==> config.mk <==
export PLATFORM = sky130hd
export DESIGN_NAME = load_store_unit
export DESIGN_NICKNAME = d
export VERILOG_FILES = /design/src/rtl/load_store_unit.sv
export SDC_FILE = /design/constraint.sdc
export NUM_CORES = 1
export LEC_CHECK = 0
export ABC_AREA = 1
export ABC_CLOCK_PERIOD_IN_PS = 8300
export BUFFER_PORTS_ARGS = -buffer_cell sky130_fd_sc_hd__buf_2
export CAP_MARGIN = 15
export CORE_ASPECT_RATIO = 1.1
export CORE_MARGIN = 2
export CORE_UTILIZATION = 56
export DETAILED_ROUTE_END_ITERATION = 10
export PLACE_DENSITY_LB_ADDON = 0.08
export SETUP_SLACK_MARGIN = 0.3
export SYNTH_ARGS = -nofsm -noshare
export SYNTH_HDL_FRONTEND = slang
export SYNTH_SLANG_ARGS = --single-unit
==> constraint.sdc <==
create_clock -name CLK -period 8.3 [get_ports CLK]
set_clock_uncertainty 0.15 [all_clocks]
set_input_delay 1.245 -clock CLK [delete_from_list [all_inputs] [get_ports CLK]]
set_output_delay 1.245 -clock CLK [all_outputs]
set_load 0.005 [all_outputs]
==> src/rtl/load_store_unit.sv <==
// RV32I load/store initiator: converts byte/half/word accesses into word-wide
// memory cycles (read-modify-write for sub-word stores) and rejects bad requests.
module load_store_unit #(
  parameter int unsigned RD_WAIT = 1
) (
  input  logic        CLK,
  input  logic        RST,
  input  logic        REQ_VALID,
  output logic        REQ_READY,
  input  logic        REQ_WE,
  input  logic [2:0]  REQ_FUNCT3,
  input  logic [31:0] REQ_ADDR,
  input  logic [31:0] REQ_WDATA,
  output logic        RSP_VALID,
  output logic        RSP_ERR,
  output logic [31:0] RSP_RDATA,
  output logic [7:0]  ADDR_DATA_M,
  output logic        Mem_WE,
  output logic [31:0] IN_DATA_M,
  input  logic [31:0] OUT_DATA_M
);

  localparam int unsigned CW = 4;
  localparam int unsigned DW = 32;

  typedef enum logic [1:0] {IDLE, RD, WR, DONE} state_t;

  state_t          state, nxt_state;
  logic [CW-1:0]   cnt, nxt_cnt;
  logic            we_q;
  logic [2:0]      f3_q;
  logic [1:0]      lane_q;
  logic [15:0]     wdata_q;
  logic            capture;

  logic            nxt_rsp_valid, nxt_rsp_err, nxt_mem_we;
  logic [DW-1:0]   nxt_rsp_rdata, nxt_in_data;
  logic [7:0]      nxt_addr_m;

  logic            accept, f3_ok, misaligned, req_err;
  logic [7:0]      ld_byte;
  logic [15:0]     ld_half;
  logic [DW-1:0]   ld_val, merge_mask, merged;
  logic [4:0]      shift;

  assign REQ_READY = (state == IDLE) && !RST;
  assign accept    = REQ_VALID && REQ_READY;

  // Request legality, evaluated on the live inputs at accept
  always_comb begin
    f3_ok = 1'b0;
    if (REQ_WE) begin
      f3_ok = (REQ_FUNCT3 == 3'b000) || (REQ_FUNCT3 == 3'b001) || (REQ_FUNCT3 == 3'b010);
    end else begin
      f3_ok = (REQ_FUNCT3 == 3'b000) || (REQ_FUNCT3 == 3'b001) || (REQ_FUNCT3 == 3'b010) ||
              (REQ_FUNCT3 == 3'b100) || (REQ_FUNCT3 == 3'b101);
    end
    misaligned = ((REQ_FUNCT3[1:0] == 2'b01) && REQ_ADDR[0]) ||
                 ((REQ_FUNCT3[1:0] == 2'b10) && (REQ_ADDR[1:0] != 2'b00));
    req_err    = (REQ_ADDR[31:10] != 22'd0) || !f3_ok || misaligned;
  end

  // Load lane extraction and extension
  always_comb begin
    ld_byte = OUT_DATA_M[7:0];
    case (lane_q)
      2'd0: ld_byte = OUT_DATA_M[7:0];
      2'd1: ld_byte = OUT_DATA_M[15:8];
      2'd2: ld_byte = OUT_DATA_M[23:16];
      2'd3: ld_byte = OUT_DATA_M[31:24];
      default: ld_byte = OUT_DATA_M[7:0];
    endcase
    ld_half = lane_q[1] ? OUT_DATA_M[31:16] : OUT_DATA_M[15:0];
    case (f3_q)
      3'b000:  ld_val = {{24{ld_byte[7]}}, ld_byte};
      3'b001:  ld_val = {{16{ld_half[15]}}, ld_half};
      3'b100:  ld_val = {24'd0, ld_byte};
      3'b101:  ld_val = {16'd0, ld_half};
      default: ld_val = OUT_DATA_M;
    endcase
  end

  // Sub-word store merge into the word just read
  always_comb begin
    shift      = {lane_q, 3'b000};
    merge_mask = f3_q[0] ? (32'h0000_FFFF << shift) : (32'h0000_00FF << shift);
    merged     = (OUT_DATA_M & ~merge_mask) | (({16'd0, wdata_q} << shift) & merge_mask);
  end

  // Next-state and next-output logic
  always_comb begin
    nxt_state     = state;
    nxt_cnt       = cnt;
    nxt_rsp_valid = 1'b0;
    nxt_rsp_err   = 1'b0;
    nxt_rsp_rdata = '0;
    nxt_mem_we    = 1'b0;
    nxt_addr_m    = ADDR_DATA_M;
    nxt_in_data   = IN_DATA_M;
    capture       = 1'b0;
    case (state)
      IDLE: begin
        if (accept) begin
          capture = 1'b1;
          if (req_err) begin
            nxt_state     = DONE;
            nxt_rsp_valid = 1'b1;
            nxt_rsp_err   = 1'b1;
          end else begin
            nxt_addr_m = REQ_ADDR[9:2];
            if (REQ_WE && (REQ_FUNCT3[1:0] == 2'b10)) begin
              nxt_state   = WR;
              nxt_mem_we  = 1'b1;
              nxt_in_data = REQ_WDATA;
            end else begin
              nxt_state = RD;
              nxt_cnt   = CW'(RD_WAIT - 1);
            end
          end
        end
      end
      RD: begin
        if (cnt == '0) begin
          if (we_q) begin
            nxt_state   = WR;
            nxt_mem_we  = 1'b1;
            nxt_in_data = merged;
          end else begin
            nxt_state     = DONE;
            nxt_rsp_valid = 1'b1;
            nxt_rsp_rdata = ld_val;
          end
        end else begin
          nxt_cnt = cnt - CW'(1);
        end
      end
      WR: begin
        nxt_state     = DONE;
        nxt_rsp_valid = 1'b1;
      end
      DONE: nxt_state = IDLE;
      default: nxt_state = IDLE;
    endcase
  end

  // State, captured request and registered outputs
  always_ff @(posedge CLK or posedge RST) begin
    if (RST) begin
      state       <= IDLE;
      cnt         <= '0;
      we_q        <= 1'b0;
      f3_q        <= 3'b000;
      lane_q      <= 2'b00;
      wdata_q     <= '0;
      RSP_VALID   <= 1'b0;
      RSP_ERR     <= 1'b0;
      RSP_RDATA   <= '0;
      Mem_WE      <= 1'b0;
      ADDR_DATA_M <= '0;
      IN_DATA_M   <= '0;
    end else begin
      state       <= nxt_state;
      cnt         <= nxt_cnt;
      RSP_VALID   <= nxt_rsp_valid;
      RSP_ERR     <= nxt_rsp_err;
      RSP_RDATA   <= nxt_rsp_rdata;
      Mem_WE      <= nxt_mem_we;
      ADDR_DATA_M <= nxt_addr_m;
      IN_DATA_M   <= nxt_in_data;
      if (capture) begin
        we_q    <= REQ_WE;
        f3_q    <= REQ_FUNCT3;
        lane_q  <= REQ_ADDR[1:0];
        wdata_q <= REQ_WDATA[15:0];
      end
    end
  end

endmodule

Word level (Yosys, flattened, before mapping)
Cells that the tools add are included.
{"block": "op_classes", "add_sub_neg": 1, "n_eq_ne": 22, "shifts": 3, "n_mux": 39, "bitwise_logic": 5, "n_reduce_logical": 26}
{"op": "$mux 32", "n": 9}
{"op": "$pmux 32 s4", "n": 1}
{"op": "$and 32x32->32", "n": 2}
{"op": "$pmux 32 s2", "n": 1}
{"op": "$not 32->32", "n": 1}
{"op": "$or 32x32->32", "n": 1}
{"op": "$pmux 8 s4", "n": 1}
{"op": "$shl 16x5->32", "n": 1}
{"op": "$shl 16x5->32 const A", "n": 1}
{"op": "$shl 8x5->32 const A", "n": 1}
{"op": "$reduce_bool 22->1", "n": 1}
{"op": "$mux 16", "n": 1}
{"op": "$mux 4", "n": 4}
{"op": "$mux 1", "n": 14}
{"op": "$eq 3x3->1 const B", "n": 4}
{"op": "$ne 2x2->1 const B", "n": 6}
{"op": "$eq 2x2->1 const B", "n": 5}
{"op": "$mux 2", "n": 4}
{"op": "$pmux 2 s4", "n": 1}
{"op": "$pmux 4 s2", "n": 1}
{"op": "$logic_or 1x1->1", "n": 7}
{"op": "$eq 2x1->1 const B", "n": 3}
{"op": "$eq 3x1->1 const B", "n": 2}
{"op": "$logic_not 3->1", "n": 2}
{"op": "other kinds (15)", "n": 22}
{"block": "word_totals", "ff_bits": 103, "input_bits": 103, "out_inout_bits": 76, "elab_cells": 108}

Logic depth before layout (Yosys ltp)
Gate-level depths: netlist of run 1.
{"block": "logic_depth", "depth_word": 12, "depth_mapped": 12, "ltp_nobuf": 11}

Least setup slack after synthesis of run 1
OpenSTA, ideal clock, no wires.
{"block": "synth_timing", "kind": "input port to output port", "from": "input port RST", "to": "output port REQ_READY", "arrival_ps": 1344, "required_ps": 6905, "path_slack_ps": 5561, "cell_stages": 1, "path_buffers": 0, "cell_sequence": "nor2_4"}
{"block": "synth_between", "elab_chain_cells": 2}
{"item": "from (decl)", "line": "7", "rtl": "input logic RST,"}
{"item": "$logic_not 1->1 (no line)"}
{"item": "$logic_and 1x1->1", "line": "46", "rtl": "assign REQ_READY = (state == IDLE) && !RST;"}
{"item": "to (decl)", "line": "9", "rtl": "output logic REQ_READY,"}
Every way passes these cells.

Worst setup path after layout of run 1
{"block": "layout_timing", "from": "input port REQ_FUNCT3[1]", "to": "register IN_DATA_M[29]"}
{"block": "layout_between", "elab_chain_cells": 11, "word_cells_on_any_way": 22, "cone_classes": "eq/ne: 8; mux: 1; reduce/logical: 13"}
{"item": "from (decl)", "line": "11", "rtl": "input logic [2:0] REQ_FUNCT3,"}
{"item": "$eq 3x1->1 / $logic_not 3->1 (equally long branches)", "line": "53, 55"}
{"item": "$logic_or 1x1->1 (2 in a row)", "line": "53, 55"}
{"item": "$logic_or 1x1->1", "line": "55", "rtl": "f3_ok = (REQ_FUNCT3 == 3'b000) || (REQ_FUNCT3 == 3'b001) || (REQ_FUNCT3 == 3'b010) ||"}
{"item": "$logic_or 1x1->1", "line": "56", "rtl": "(REQ_FUNCT3 == 3'b100) || (REQ_FUNCT3 == 3'b101);"}
{"item": "$mux 1", "line": "52", "rtl": "if (REQ_WE) begin"}
{"item": "$logic_not 1->1", "line": "60", "rtl": "req_err = (REQ_ADDR[31:10] != 22'd0) || !f3_ok || misaligned;"}
{"item": "$logic_or 1x1->1 (2 in a row)", "line": "60"}
{"item": "$ne 2x2->1 (no line)"}
{"item": "$reduce_and 6->1 (no line) (*)"}
{"item": "to (signal assigned)", "line": "169", "rtl": "IN_DATA_M <= nxt_in_data;"}
{"item": "to (decl)", "line": "19", "rtl": "output logic [31:0] IN_DATA_M,"}
Mark *: on every way between the ends. The rest lies on a longest branch, timed or not.
A chain may end at the register's enable or synchronous reset.

==> results of run 1 <==
==> worst reg2reg max path, stage by stage, from the launching register on <==
cell and delay (ns):
dfrtp_1 0.40, inv_1 0.09, ha_1 0.18, buf_4 0.24, inv_2 0.56, o21ai_1 0.27, nor2_8 0.42, nand3_4 0.38
nand2_1 0.18, nand2_1 0.06
==> cell usage in the layout (no fill, tap or decap), types with 3 or more instances in the layout <==
cell type / n
o211ai_1: 7
dfrtp_1: 103
nor2_1: 56
a21oi_1: 34
o21ai_0: 49
a211oi_1: 3
inv_1: 80
buf_2: 178
nand3_1: 50
inv_2: 6
nand4_1: 37
nand2_2: 4
clkbuf_8: 9
a31oi_1: 5
nand2_1: 300
ha_1: 6
o21ai_1: 9
buf_4: 6
==> path summary, 6_finish.rpt <==
path	from	to	slack [ns]	cells past startpoint
min reg2reg	IN_DATA_M[31]	IN_DATA_M[31]	0.33	2
max in group asynchronous	RST	IN_DATA_M[24]	6.06	3
max reg2reg	state[1]	IN_DATA_M[29]	5.26	9
max	REQ_FUNCT3[1]	IN_DATA_M[29]	5.21	11
min	IN_DATA_M[31]	IN_DATA_M[31]	0.33	2
min in group asynchronous	RST	ADDR_DATA_M[7]	0.78	2
==> layout make-up <==
type	count	area, µm²	share of cell area
Clock buffer	9	124	0.0182
Clock inverter	7	63.8	0.00937
Inverter	90	342	0.0502
Multi-Input combinational cell	573	2620	0.384
Sequential cell	103	2580	0.379
Tap cell	120	150	0.0221
Timing Repair Buffer	184	936	0.137
==> registers in the layout, summed over array words and instances (netlist names) <==
name,cells
RSP_VALID,1
RSP_ERR,1
wdata_q,16
f3_q,3
state,2
Mem_WE,1
ADDR_DATA_M,8
lane_q,2
we_q,1
IN_DATA_M,32
RSP_RDATA,32
cnt,4
==> per-stage QoR <==
stage	hold slack [ns]	setup slack, ns	instance area (µm²)	utilization	std cells
floorplan	0.292	4.20	5770	-	811
global placement	0.301	4.92	6620	0.666	1070
detailed placement	0.306	4.81	6620	0.666	1070
CTS	0.331	5.22	6810	0.685	1086
global route	0.346	4.89	6810	0.685	1086
finish	0.327	5.21	6810	0.685	1086
==> layer usage <==
metal  global-route usage  up-vias
met1                0.395     2714
li1                     -     2872
met4                0.112        0
met5                    0        -
met2                0.534      203
met3               0.0367       31
==> power breakdown <==
part           total (mW)  switching (mW)  internal, mW
sequential          0.789           0.115         0.674
combinational        1.26           0.860         0.401
clock               0.312           0.196         0.116
==> cells by family after synthesis <==
logic type,after synthesis,synth area share
buf+inv,135,0.100
compound gates,110,0.103
fa+ha+maj,6,0.0130
simple gates,456,0.336
xor+xnor,1,0.00152
flops,103,0.447
==> results.json, run 1 <==
{
  "status": "complete, no violations",
  "fin_crit_sh": 0.372,
  "first_iter_violations": 500,
  "layout.nets": 1070,
  "cts-root-buf": "clkbuf_8",
  "async_flop_share": 1.00,
  "synthCells": 811,
  "power_mw": 2.36,
  "wirelength_um": 16800,
  "antennaDiodeCount": 0,
  "yosysWarnings": 0,
  "finalWeightedCongestion": 0.879,
  "synth.net_count": 920,
  "vdd_drop_max_uv": 362,
  "crit_buf_inv": 2,
  "worst-slew-pin-transition_ns": 0.756,
  "wl_per_cell_um": 15.5,
  "synth_area_um2": 5770,
  "wl_met1_um": 6890,
  "p_leak_nw": 4.09,
  "startpoint_type": "primary input",
  "rsz0062_at_grt": "no",
  "grt_pass1_wl_um": 27400,
  "final.min_clock_period_ns": 3.09,
  "hpwl_um": 12500,
  "num_vias": 5820,
  "crit_type": "in -> reg",
  "area_growth_pct": 18.0,
  "grt_max_degree": 60,
  "hp-class": "reg -> reg",
  "highest_layer": "met4",
  "firstDrtPassIters": 5,
  "synth_top_area_share": 0.447,
  "cts_buffer_depth": 2,
  "synth_cell_type_count": 32,
  "netlist_top_cells_area": "dfrtp_1 45%, nand2_1 20%, inv_1 5.3%",
  "portBuffers": 178,
  "rows": 38,
  "cts_sinks": 103,
  "dieWidth_um": 101,
  "crit_chain": "buf_2, inv_1, nor2_1, nand2_1, nand2_1, nor2_1, nand3_1, nand2_2, nand3_4, nand2_1, nand2_1",
  "avgSynthCellArea_um2": 7.11,
  "pwr_density_cell_nw_per_um2": 347,
  "worstSetupEndpointType": "flop",
  "yosys.area.top_type": "dfrtp_1",
  "wl_met3_um": 905,
  "yosys_register_bits": 103,
  "slew_violations": 0,
  "crit_family": "simple AND/OR/NAND/NOR gates",
  "grt.total_usage": 0.309,
  "num-fill-cells": 866,
  "cp_slowest_cell": "nand2_2",
  "die-height_um": 110,
  "hold_violations": 0,
  "cpPeakStageDelay_ns": 0.60,
  "cts_tree": "done",
  "setup_viol": 0,
  "ys.flop_type": "dfrtp_1",
  "route.detailed.drc": 0,
  "io_pins": 179,
  "slew-limit-headroom": 0.496,
  "clock_latency_ns": 0.39,
  "postCtsSetupBuffers": 0,
  "crit_top_cell": "nand2_1",
  "die_area_um2": 11100,
  "drv_cap": 0,
  "setup_tns_ns": 0,
  "clk_pin_slew_ns": 0.10,
  "design.core.area_um2": 9940,
  "ant_nets": 0,
  "postCtsHoldBufs": 0,
  "crit_fanout": 39,
  "grt_pass1_vias": 5610,
  "yosysSeqAreaShare": 0.447,
  "antenna_found_initial": 0,
  "initial_core_util": 0.581,
  "synth_most_common_cell": "nand2_1",
  "cp.arrival_ns": 3.21,
  "htreeDepth": 3,
  "via_per_inst": 5.36,
  "synthTopCellsByCount": "300 x nand2_1, 103 x dfrtp_1, 81 x inv_1, 56 x nor2_1, 50 x nand3_1",
  "cts_buffers": 9,
  "wl_met2_um": 8600,
  "cp.required_ns": 8.42,
  "synth_edf_count": 0,
  "layout-drive-gt1-share": 0.229,
  "overflow": 0,
  "fmax_mhz": 324,
  "postCtsResizedCells": 0
}
Power figures use the tool's default switching activity.
==> run 2: changes to the inputs <==
--- a/config.mk
+++ b/config.mk
@@ -5,13 +5,13 @@
 export SDC_FILE = /design/constraint.sdc
 export NUM_CORES = 1
 export LEC_CHECK = 0
-export ABC_AREA = 1
-export ABC_CLOCK_PERIOD_IN_PS = 8300
+export ABC_AREA = 0
+export ABC_CLOCK_PERIOD_IN_PS = 3100
 export BUFFER_PORTS_ARGS = -buffer_cell sky130_fd_sc_hd__buf_2
 export CAP_MARGIN = 15
 export CORE_ASPECT_RATIO = 1.1
 export CORE_MARGIN = 2
-export CORE_UTILIZATION = 56
+export CORE_UTILIZATION = 51
 export DETAILED_ROUTE_END_ITERATION = 10
 export PLACE_DENSITY_LB_ADDON = 0.08
 export SETUP_SLACK_MARGIN = 0.3
==> constraint.sdc (replaced) <==
create_clock -name CLK -period 3.1 [get_ports CLK]
set_clock_uncertainty 0.15 [all_clocks]
set_input_delay 0.465 -clock CLK [delete_from_list [all_inputs] [get_ports CLK]]
set_output_delay 0.465 -clock CLK [all_outputs]
set_load 0.005 [all_outputs]
==> run 2 against run 1 <==
Against the previous run:
- non-clock buffer count up 5
- critical path depth shrank 3
- sequential power increased to 2.8 times the previous value
- worst hold slack got worse by 0.20 ns
- sequential cell count unchanged
- utilization shrank 3.9 points
- clock power rose to 3.4 times the previous value
- clock-buffer cell count is 2 higher
- register-to-register slack got worse by 4.7 ns
- combinational power grew 130%
==> results.json, run 2 <==
{
  "finalWeightedCongestion": 0.872,
  "layout_common_cells": "178 x buf_2, 103 x dfrtp_1, 42 x a21oi_1, 40 x nand2_1",
  "crit_type": "reg -> reg",
  "crit_fanout": 32,
  "via_per_inst": 5.61,
  "pwr_density_cell_nw_per_um2": 913,
  "yosysSeqAreaShare": 0.480,
  "synth_most_common_cell": "dfrtp_1",
  "overflow": 0,
  "startpoint_type": "flop",
  "setup_viol": 0,
  "cts-root-buf": "clkbuf_16",
  "synthTopCellsByCount": "103 x dfrtp_1, 42 x a21oi_1, 40 x nand2_1",
  "r2r_slack_ns": 0.53,
  "whs_ns": 0.124,
  "layout-drive-gt1-share": 0.412,
  "ant_nets": 0,
  "num-fill-cells": 845,
  "num_vias": 4548,
  "antenna_found_initial": 0,
  "wirelength_um": 15000,
  "setup_tns_ns": 0,
  "cpPeakStageDelay_ns": 0.43,
  "yosys_register_bits": 103,
  "postCtsHoldBufs": 0,
  "cp.required_ns": 3.19,
  "first_iter_violations": 332,
  "largest_registers": "IN_DATA_M x32, RSP_RDATA x32, wdata_q x16",
  "layout.nets": 772,
  "cts_buffer_depth": 2,
  "wl_per_cell_um": 18.5,
  "cp.arrival_ns": 2.66,
  "async_flop_share": 1.00,
  "grt_max_degree": 104,
  "synth_top_area_share": 0.480,
  "layout_commonest_cell": "buf_2",
  "hpwl_um": 11300,
  "fmax_mhz": 390,
  "setup_ws_ns": 0.534,
  "firstDrtPassIters": 5,
  "synthCells": 493,
  "crit_chain": "inv_1, ha_1, and4b_1, nand3_1, nor4_2, o21ai_4, buf_4, mux2_4",
  "fin_crit_sh": 0.828,
  "rsz0062_at_grt": "no",
  "initial_core_util": 0.519,
  "dieWidth_um": 102,
  "final.min_clock_period_ns": 2.57,
  "drv_cap": 0,
  "antennaDiodeCount": 0,
  "synth_area_um2": 5370,
  "status": "complete, no violations",
  "synth_cell_type_count": 46,
  "avgSynthCellArea_um2": 10.9,
  "die_area_um2": 11400,
  "design.core.area_um2": 10300,
  "synthAdderAreaFrac": 0.0140,
  "netlist_top_cells_area": "dfrtp_1 48%, mux2_4 8.4%, mux2_2 7.1%",
  "crit_family": "simple AND/OR/NAND/NOR gates",
  "yosys.area.top_type": "dfrtp_1",
  "postCtsSetupBuffers": 0,
  "cp_slowest_cell": "dfrtp_1",
  "p_leak_nw": 3.53,
  "route.detailed.drc": 0,
  "synthXorXnorAreaFrac": 0,
  "synth_edf_count": 0,
  "vdd_drop_max_uv": 397,
  "rows": 39,
  "post_synth_and_or_nand_nor_area_fraction": 0.0866,
  "io_pins": 179,
  "clock_latency_ns": 0.35,
  "grt.total_usage": 0.266,
  "worst-slew-pin-transition_ns": 0.701,
  "power_mw": 6.10,
  "yosysWarnings": 0,
  "cts_tree": "done",
  "clk_pin_slew_ns": 0.07,
  "grt_pass1_vias": 4495,
  "hold_violations": 0,
  "register_area_um2": 2580,
  "synth-compound-area-share": 0.165,
  "postCtsResizedCells": 0,
  "portBuffers": 178,
  "multiInputGateArea_um2": 2530,
  "cts_sinks": 103,
  "post-place-ws_ns": 0.381,
  "slew_violations": 0,
  "worstSetupEndpointType": "flop",
  "crit_buf_inv": 2,
  "synthMuxAreaShare": 0.204,
  "grt_pass1_wl_um": 23100,
  "slew-limit-headroom": 0.532,
  "cts_buffers": 9,
  "hp-class": "in -> async",
  "die-height_um": 112,
  "htreeDepth": 3,
  "synth_top_family_by_area": "multiplexers",
  "area_growth_pct": 24.3,
  "ys.flop_type": "dfrtp_1",
  "synth.net_count": 602
}
-- run 2: cell count changes after synthesis, sizes merged, moves of 36 or more --
cell | previous run | this run
inv | 87 | 34
o21ai | 60 | 21
nand4 | 37 | 1
nand2 | 304 | 40
nand3 | 52 | 3
mux2 | 0 | 64
-- run 2: worst paths after layout --
path	startpoint	to	cells past startpoint
setup reg to reg	state[0]	IN_DATA_M[2]	8
setup / recovery	state[0]	IN_DATA_M[2]	8
min in group CLK	REQ_ADDR[3]	ADDR_DATA_M[1]	2
max in group asynchronous	RST	IN_DATA_M[19]	3
hold reg to reg	ADDR_DATA_M[3]	ADDR_DATA_M[3]	1
hold / removal	RST	Mem_WE	3
-- run 2: final cells by class --
cell class	instances	share of cell area
inverters	35	0.0202
well taps	143	0.0268
clock inverters	5	0.00599
multi-input cells	325	0.379
repair buffers	189	0.148
clock buffers	11	0.0348
flip-flops and latches	103	0.386
-- run 2: worst reg2reg max path, stage by stage, from the launching register on --
cell	delay [ns]
dfrtp_1	0.43
inv_1	0.11
ha_1	0.31
and4b_1	0.29
nand3_1	0.13
nor4_2	0.27
o21ai_4	0.06
buf_4	0.30
mux2_4	0.41
-- run 2: report_power, final --
group / internal [mW] / total, mW / switching [mW] / leakage, nW
combinational: 1.42 / 2.85 / 1.42 / 2.09
clock: 0.552 / 1.07 / 0.522 / 0.123
sequential: 1.78 / 2.18 / 0.392 / 1.32
total: 3.76 / 6.10 / 2.34 / 3.53
-- run 2: routing by layer --
metal,part of all wire,global-route usage,wire length [µm]
met1,0.40,0.336,6030
met3,0.071,0.0427,1060
met5,0,0,0
met4,0.034,0.110,508
met2,0.49,0.450,7440
-- run 2: cells by family after synthesis --
group / count (synthesis)
mux: 89
flops: 103
compound gates: 129
buf+inv: 65
fa+ha+maj: 6
simple gates: 101
-- run 2: per-stage QoR --
stage,utilization,area [µm²],instances
6_report,0.646,6680,811
4_1_cts,0.646,6680,811
5_1_grt,0.646,6680,811
3_3_place_gp,0.619,6410,795
2_1_floorplan,-,5380,493
3_5_place_dp,0.619,6410,795
